$ cat config.mk
export PLATFORM = sky130hd
export DESIGN_NAME = fork_arbiter
export DESIGN_NICKNAME = d
export VERILOG_FILES = /design/src/rtl/fork_arbiter.sv
export SDC_FILE = /design/constraint.sdc
export NUM_CORES = 1
export LEC_CHECK = 0
export CORE_ASPECT_RATIO = 0.7
export CORE_MARGIN = 10
export CORE_UTILIZATION = 40
export DETAILED_ROUTE_END_ITERATION = 16
export PLACE_DENSITY_LB_ADDON = 0.25
export RECOVER_POWER = 100
export SLEW_MARGIN = 20
export SYNTH_ARGS = -nofsm -noshare
export SYNTH_HDL_FRONTEND = slang
export SYNTH_SLANG_ARGS = --single-unit
$ cat constraint.sdc
create_clock -name clk -period 6.6 [get_ports clk]
set_input_delay 1.32 -clock clk [delete_from_list [all_inputs] [get_ports clk]]
set_output_delay 1.32 -clock clk [all_outputs]
set_load 0.05 [all_outputs]
$ cat src/rtl/fork_arbiter.sv
// -----------------------------------------------------------------------------
// fork_arbiter
//
// Central table controller for a ring of N dining philosophers. Each seat
// raises a level request when hungry and pulses done when it has finished
// eating. The arbiter grants both forks to a seat only when neither neighbour
// is eating or being granted in the same cycle. Seats are scanned round-robin
// from a rotating start pointer.
//
// Ports:
//   clk      rising-edge clock
//   reset    asynchronous active-high reset
//   req      [N-1:0]     level request (hungry) per seat
//   done     [N-1:0]     release pulse per seat, honoured only while eating
//   grant    [N-1:0]     seat i holds both forks (decoded from state register)
//   waiting  [N-1:0]     seat i is in WAIT (decoded from state register)
//   starve   [N-1:0]     wait counter of seat i has saturated at LIMIT
//   ptr      [PTR_W-1:0] round-robin start index for the next scan
// -----------------------------------------------------------------------------
module fork_arbiter #(
  parameter int N      = 4,
  parameter int WAIT_W = 4,
  parameter int LIMIT  = 12,
  parameter int PTR_W  = 2
) (
  input  logic             clk,
  input  logic             reset,
  input  logic [N-1:0]     req,
  input  logic [N-1:0]     done,
  output logic [N-1:0]     grant,
  output logic [N-1:0]     waiting,
  output logic [N-1:0]     starve,
  output logic [PTR_W-1:0] ptr
);

  typedef enum logic [1:0] {
    S_IDLE = 2'd0,
    S_WAIT = 2'd1,
    S_EAT  = 2'd2
  } seat_e;

  localparam logic [WAIT_W-1:0] LIMIT_C = WAIT_W'(LIMIT);

  seat_e             r_state     [N];
  seat_e             w_state_nxt [N];
  logic [WAIT_W-1:0] r_cnt       [N];
  logic [WAIT_W-1:0] w_cnt_nxt   [N];
  logic [PTR_W-1:0]  r_ptr;
  logic [PTR_W-1:0]  w_ptr_nxt;

  logic [N-1:0] w_elig;  // requesting and not already eating
  logic [N-1:0] w_eat;   // currently eating, including a seat pulsing done
  logic [N-1:0] w_gnt;   // granted by this cycle's scan

  always_comb begin : seat_decode
    for (int i = 0; i < N; i++) begin
      w_eat[i]  = (r_state[i] == S_EAT);
      w_elig[i] = req[i] && (r_state[i] != S_EAT);
    end
  end

  // Round-robin scan. A seat sees grants already handed out to seats visited
  // before it, so the last seat in the order also respects the first one.
  always_comb begin : grant_scan
    int idx;
    int lft;
    int rgt;
    // NOTE: every variable written here gets a default before any condition,
    // otherwise the tool infers a latch to hold the old value.
    w_gnt     = '0;
    w_ptr_nxt = r_ptr;
    idx       = 0;
    lft       = 0;
    rgt       = 0;
    for (int k = 0; k < N; k++) begin
      idx = int'(r_ptr) + k;
      if (idx >= N) idx = idx - N;
      lft = (idx == 0)     ? N - 1 : idx - 1;
      rgt = (idx == N - 1) ? 0     : idx + 1;
      if (w_elig[idx] && !w_eat[lft] && !w_eat[rgt] &&
          !w_gnt[lft] && !w_gnt[rgt]) begin
        w_gnt[idx] = 1'b1;
        // Later grants in scan order overwrite, leaving last-granted + 1.
        w_ptr_nxt  = PTR_W'(rgt);
      end
    end
  end

  // Per-seat next state and wait counter. The counter advances on every
  // cycle the seat is requesting but left ungranted, so it counts the cycles
  // spent in WAIT.
  always_comb begin : seat_next
    for (int i = 0; i < N; i++) begin
      w_state_nxt[i] = r_state[i];
      w_cnt_nxt[i]   = r_cnt[i];
      if (r_state[i] == S_EAT) begin
        if (done[i]) w_state_nxt[i] = S_IDLE;
        w_cnt_nxt[i] = '0;
      end else if (w_gnt[i]) begin
        w_state_nxt[i] = S_EAT;
        w_cnt_nxt[i]   = '0;
      end else if (req[i]) begin
        w_state_nxt[i] = S_WAIT;
        if (r_cnt[i] != LIMIT_C) w_cnt_nxt[i] = r_cnt[i] + 1'b1;
      end else begin
        // Withdrawal from WAIT, or staying idle.
        w_state_nxt[i] = S_IDLE;
        w_cnt_nxt[i]   = '0;
      end
    end
  end

  // NOTE: these per-seat arrays are a handful of flops, not a RAM, so they
  // can and must be reset; a real memory array would not be.
  always_ff @(posedge clk or posedge reset) begin
    if (reset) begin
      for (int i = 0; i < N; i++) begin
        r_state[i] <= S_IDLE;
        r_cnt[i]   <= '0;
      end
      r_ptr <= '0;
    end else begin
      // NOTE: non-blocking assignments so every register samples the values
      // from before this edge, independent of statement order.
      for (int i = 0; i < N; i++) begin
        r_state[i] <= w_state_nxt[i];
        r_cnt[i]   <= w_cnt_nxt[i];
      end
      r_ptr <= w_ptr_nxt;
    end
  end

  always_comb begin : out_decode
    for (int i = 0; i < N; i++) begin
      grant[i]   = (r_state[i] == S_EAT);
      waiting[i] = (r_state[i] == S_WAIT);
      starve[i]  = (r_cnt[i] == LIMIT_C);
    end
  end

  assign ptr = r_ptr;

endmodule

# Word-level counts from Yosys, hierarchy flattened
# Cells that the tools add are included.
# word_totals
regBits	26
out_inout_bits	14
# op_classes
addsub	19
order_cmp	20
eq_ne	32
muxes	120
bitwise_logic	3
reduce_logical	45
# op_table
cell	count
$lt A32 B4 Y1 const B	12
$mux W32	12
$add A32 B2 Y32 const B	4
$eq A32 B3 Y1 const B	4
$ge A32 B1 Y1 const B	4
$logic_not A32 Y1	4
$sub A32 B2 Y32 const B	4
$mux W4	20
$mux W1	48
$bmux W1 S2	20
$mux W2	16
$logic_and A1 B1 Y1	24
$add A4 B1 Y4 const B	4
$eq A4 B4 Y1 const B	4
$logic_not A1 Y1	16
$ne A2 B2 Y1 const B	8
$ne A4 B1 Y1 const B	4
$ne A4 B4 Y1 const B	4
$or A4 B4 Y4	3
$sub A3 B3 Y4 const B	3
$ge A3 B3 Y1 const B	3
$demux W1 S2	4
$eq A2 B1 Y1 const B	4
$eq A2 B2 Y1 const B	4
5 further kinds	6

# Depth between registers and ports, before layout
# logic_depth
depth_word	36
mapped_depth	15

# Worst setup path after synthesis
# Ideal clock, no wire load.
# synth_path
kind	register to register
from	register r_ptr[0], in the netlist ptr[0]
to	register r_ptr[0], in the netlist ptr[0]
t_arrival_ns	4.040
required_ns	6.475
setup_slack_ns	2.435
path_stages_with_launch	15
n_path_buf	3
synth_period_minus_slack_ns	4.165
path_cell_list	dfrtp_1 buf_6 clkbuf_8 inv_1 ha_1 buf_6 xor2_1 or4_1 a21oi_4 a22o_4 o32ai_2 nor2_4 o2111ai_4 a211oi_2 mux2_2
# synth_via
elab_chain_cells	34
# synth_lines
item	line_no	rtl
start, declared	48	logic [PTR_W-1:0] r_ptr;
start signal, assigned	129	r_ptr <= w_ptr_nxt;
$sub A2 B3 Y4 / $ge A2 B3 Y1 (equally long branches)	77	if (idx >= N) idx = idx - N;
$mux W32	77	
$sub A32 B2 Y32 / $logic_not A32 Y1 (equally long branches)	78	lft = (idx == 0) ? N - 1 : idx - 1;
$mux W32	78	
$bmux W1 S2	80	if (w_elig[idx] && !w_eat[lft] && !w_eat[rgt] &&
$mux W1 (implied by the code) (2 in a row)	80	
$logic_not A1 Y1	80	
$logic_and A1 B1 Y1 (3 in a row)	80	
(+14 left out)	n/a	
$logic_and A1 B1 Y1	81	!w_gnt[lft] && !w_gnt[rgt]) begin
$mux W4	80	
$bmux W1 S2	81	
$mux W1 (implied by the code) (2 in a row)	81	
$logic_not A1 Y1	81	
$logic_and A1 B1 Y1	80	
$logic_and A1 B1 Y1	81	
$reduce_bool A4 Y1 (no source line) / $mux W2 (equally long branches)	n/a	
# Parallel ways exist; a longest one is shown, timed or not. The select of a mux whose other input is x is not followed.
# A chain may end at the register's enable or synchronous reset.

# Worst setup path in the final report
# layout_path
from	register r_ptr[1], in the netlist ptr[1]
to	register r_cnt[13] in the netlist's numbering
# layout_via
elab_chain_cells	36
# layout_lines
item	line_no	rtl
$sub A2 B3 Y4 / $ge A2 B3 Y1 (equally long branches)	77	
$mux W32	77	
$sub A32 B2 Y32 / $logic_not A32 Y1 (equally long branches)	78	
$mux W32	78	
$bmux W1 S2	80	
$mux W1 (implied by the code) (2 in a row)	80	
$logic_not A1 Y1	80	
$logic_and A1 B1 Y1 (3 in a row)	80	
(+16 left out)	n/a	
$bmux W1 S2	81	
$mux W1 (implied by the code) (2 in a row)	81	
$logic_not A1 Y1	81	
$logic_and A1 B1 Y1	80	
$logic_and A1 B1 Y1	81	
$mux W4 (*)	80	
$mux W4	99	end else if (w_gnt[i]) begin
$mux W4	96	if (r_state[i] == S_EAT) begin
end signal, assigned by index	127	r_cnt[i] <= w_cnt_nxt[i];
end, declared	46	logic [WAIT_W-1:0] r_cnt [N];
# Every way passes the cells marked *; elsewhere a longest branch is shown, timed or not. The select of a mux whose other input is x is not followed.

==> impl_results.md <==
* Run status: completed
* Worst hold slack at a little under 0.6 ns
* Slew at the pin closest to its max-slew limit at a little under 1 ns
* Max_slew headroom at 0.350
* Number of synthesized register bits at 26
* GP Congestion at ~0.92
* CP bufs+invs at 1
* Count leader, synth: dfrtp_1
* GRT Total Usage at 0.141
* Htree depth at 1
* # fillers at roughly 660
* Sequential cell area at between 600 and 700 um^2
* Startpoint Class: flip-flop
* Max cap viols at 0
* Hold endpoint: r_cnt[15]
* Syn Area/Cell at approximately 9.2 um^2
* Ys flop type: dfrtp_1
* Setup tns final at 0 ns
* Routed WL at 7.45 mm
* Core box area at approximately 6700 um^2
* Initial antenna violation count at 0
* DR vias/cell at 6.06
* Synth area leaders: dfrtp_1 24%, ha_1 5.5%, mux2i_1 5.5%
* Routed len/inst at around 18 um
* Inst Count DP at roughly 400
* Cts bufs inserted at 3
* Critical path fanouts, max at 19
* Fraction of layout cells with a size suffix above 1 at 0.109
* CP max stage cell: a211oi_1
* RSZ-0062 raised after global routing: false
* Max Fclk at roughly 0.18 GHz
* DIE WIDTH at approximately 120 um
* Multi-input logic area at around 1800 um^2
* Final Hold Fails at 0
* R2R cell count at 11
* Synth top cells by count: 26 x dfrtp_1, 25 x nand2_1, 21 x inv_1, 21 x nor2_1, 15 x mux2i_1
* Critical path's top delay family: compound AO/OA/AOI/OAI gates
* Std cell rows at 25
* Worst path required time at around 6.7 ns
* Most frequent CP cell: a211oi_1
* Post-synth top area share at 0.238
* Die ar. at between 10000 and 15000 um^2
* Initial Util at 0.409
* Later-pin clock latency in the skew report at 0.27 ns
* Min-Delay Path Class: flip-flop to flip-flop
* Clock slew at reported path FFs at around 0.09 ns
* Flop2flop setup slack at 1.19 ns
* Crit end category: flip-flop
* Synthesized area at approximately 2700 um^2
* # DRC at 0
* Sequential area share after synthesis at 0.238
* Yosys cell types at slightly above 70
* Worst r2r dst: r_cnt[13]
* N_diodes at 0
* CTS tree: done
* Setup Viol. Count Final at 0
* Period utilisation layout at 0.820
* First-pass DRT Iterations at 4
* Fin cells at between 400 and 500
* CP Cell Sequence: inv_1, ha_1, xor2_1, or4_1, a211oi_1, a21o_2, o32ai_1, nor2_1, o2111ai_1, a211oi_1, nor4_1
* Port buffer count at 23
* Clock root cell: clkbuf_8
* Vias in the first global route at between 2000 and 2500
* Post-route setup slack at ~1.2 ns
* Deepest clock path buffer count at 2
* CP arrival at 5.52 ns
* Top Ports at 24
* Pin count of the biggest net entering global routing at 33
* Initial DRC count at 214
* Die height at between 80 and 90 um
* Setup Skew at roughly 0.0035 ns
* Reg2reg start: ptr[1]
* Number of synthesis warnings at 0
* CP max stage delay at a little over 0.9 ns
* Count of pins over their slew limit at 0
* Hold Crit Start: r_cnt[15]
* Clk sinks at 26
* Area growth syn-to-layout at 8.32%
* Cts hold-fix bufs at 0
* Setup bufs post-CTS at 0
* Total global routing overflow at 0
* Final nets at between 300 and 400
* # resized after CTS at 0
* Syn Nets at 321
* Global-route wire length before repair at approximately 12 mm
* Crit Path Category: flip-flop to flip-flop
* Vias at 2459
* EDFF count, synth at 0
* Fin crit period at ~5.4 ns
* Async SR Flop Fraction at 1.00
* Antenna-violating nets left at 0
* Place WS at 1.86 ns
* Hold Path Depth at 2
* Cells after synthesis at 299
* DP HPWL at around 5.8 mm
* Largest area contributor in the netlist: dfrtp_1
## cell usage in the layout, fill, tap and decap left out, types with 2 or more instances in the layout
cell             netlist  routed
dfrtp_1               26      26
nand2_1               25      25
nor2_1                21      22
inv_1                 21      20
mux2i_1               15      15
nor4_1                14      15
dlygate4sd3_1          0      15
nor3_1                13      13
ha_1                  12      12
nand2b_1              10      10
nand3_1               10      10
a21oi_1               10      10
a211oi_1               6       8
clkdlybuf4s50_1        0       8
o21ai_0                6       6
nor2b_1                5       5
o211ai_1               5       5
xor2_1                 5       5
xnor2_1                5       5
o2111ai_1              3       4
a31oi_1                4       4
a2111oi_4              4       4
clkbuf_8               1       4
o221ai_1               3       3
mux2_2                 3       3
o31a_1                 3       3
nor2_2                 2       2
a32oi_1                2       2
a21o_1                 2       2
and2_1                 2       2
a311oi_1               2       2
o311ai_2               2       2
or4_1                  2       2
a22oi_1                2       2
a21boi_0               2       2
o22ai_1                2       2
and3_1                 2       2
buf_4                  2       2
## worst max path at each step
| stage | from | endpoint | slack [ns] | cells past startpoint |
|---|---|---|---|---|
| floorplan | ptr[0] | ptr[0] | 2.44 | 14 |
| global placement | req[0] | r_cnt[10] | 1.84 | 10 |
| detailed placement | req[0] | r_cnt[10] | 1.86 | 10 |
| CTS | ptr[1] | r_cnt[10] | 2.08 | 11 |
| global route | ptr[1] | r_cnt[13] | 0.92 | 11 |
| finish | ptr[1] | r_cnt[13] | 1.19 | 11 |
## routing by layer
metal,global-route usage,share of wire,up-vias,wire length [um]
met5,0,0,-,0
met3,0.0366,0.081,13,604
met1,0.201,0.49,1175,3620
met4,0.0354,0.014,0,107
met2,0.206,0.42,119,3120
li1,-,-,1152,-
## metrics by stage
| stage | instance area [um^2] | utilization |
|---|---|---|
| 2_1_floorplan | 2740 | - |
| 3_3_place_gp | 2970 | 0.444 |
| 3_5_place_dp | 2970 | 0.444 |
| 4_1_cts | 3030 | 0.453 |
| 5_1_grt | 2960 | 0.443 |
| 6_report | 2960 | 0.443 |
## cell type report
cell class	instances	share of cell area
Tap cell	94	0.0397
Inverter	23	0.0300
Sequential cell	26	0.220
Timing Repair Buffer	25	0.0827
Multi-Input combinational cell	234	0.610
Clock buffer	4	0.0186
## registers in the layout, summed over array words and instances, names as in the netlist
register	flops
r_cnt	16
ptr	2
r_state	8
## worst register-to-register path, delay by kind of cell (launching register included)
family                     cells  cell delay [ns]
DFF                            1             0.52
adders and majority gates      1             0.88
xor gates and xnor gates       1             0.36
buffers and inverters          1             0.19
AOI/OAI and AO/OA              5             1.96
and+or+nand+nor                3             1.35
## cell families after synthesis
kind of cell               count (synthesis)  synth area share
buffers and inverters                     39            0.0782
DFF                                       26             0.238
and+or+nand+nor                          112             0.215
muxes                                     18            0.0672
xor gates and xnor gates                  11            0.0421
adders and majority gates                 12            0.0549
AOI/OAI and AO/OA                         81             0.305
Power is left out: the tool's default activity adds up to more than one toggle a clock period on the data nets, which glitch-free logic cannot reach.
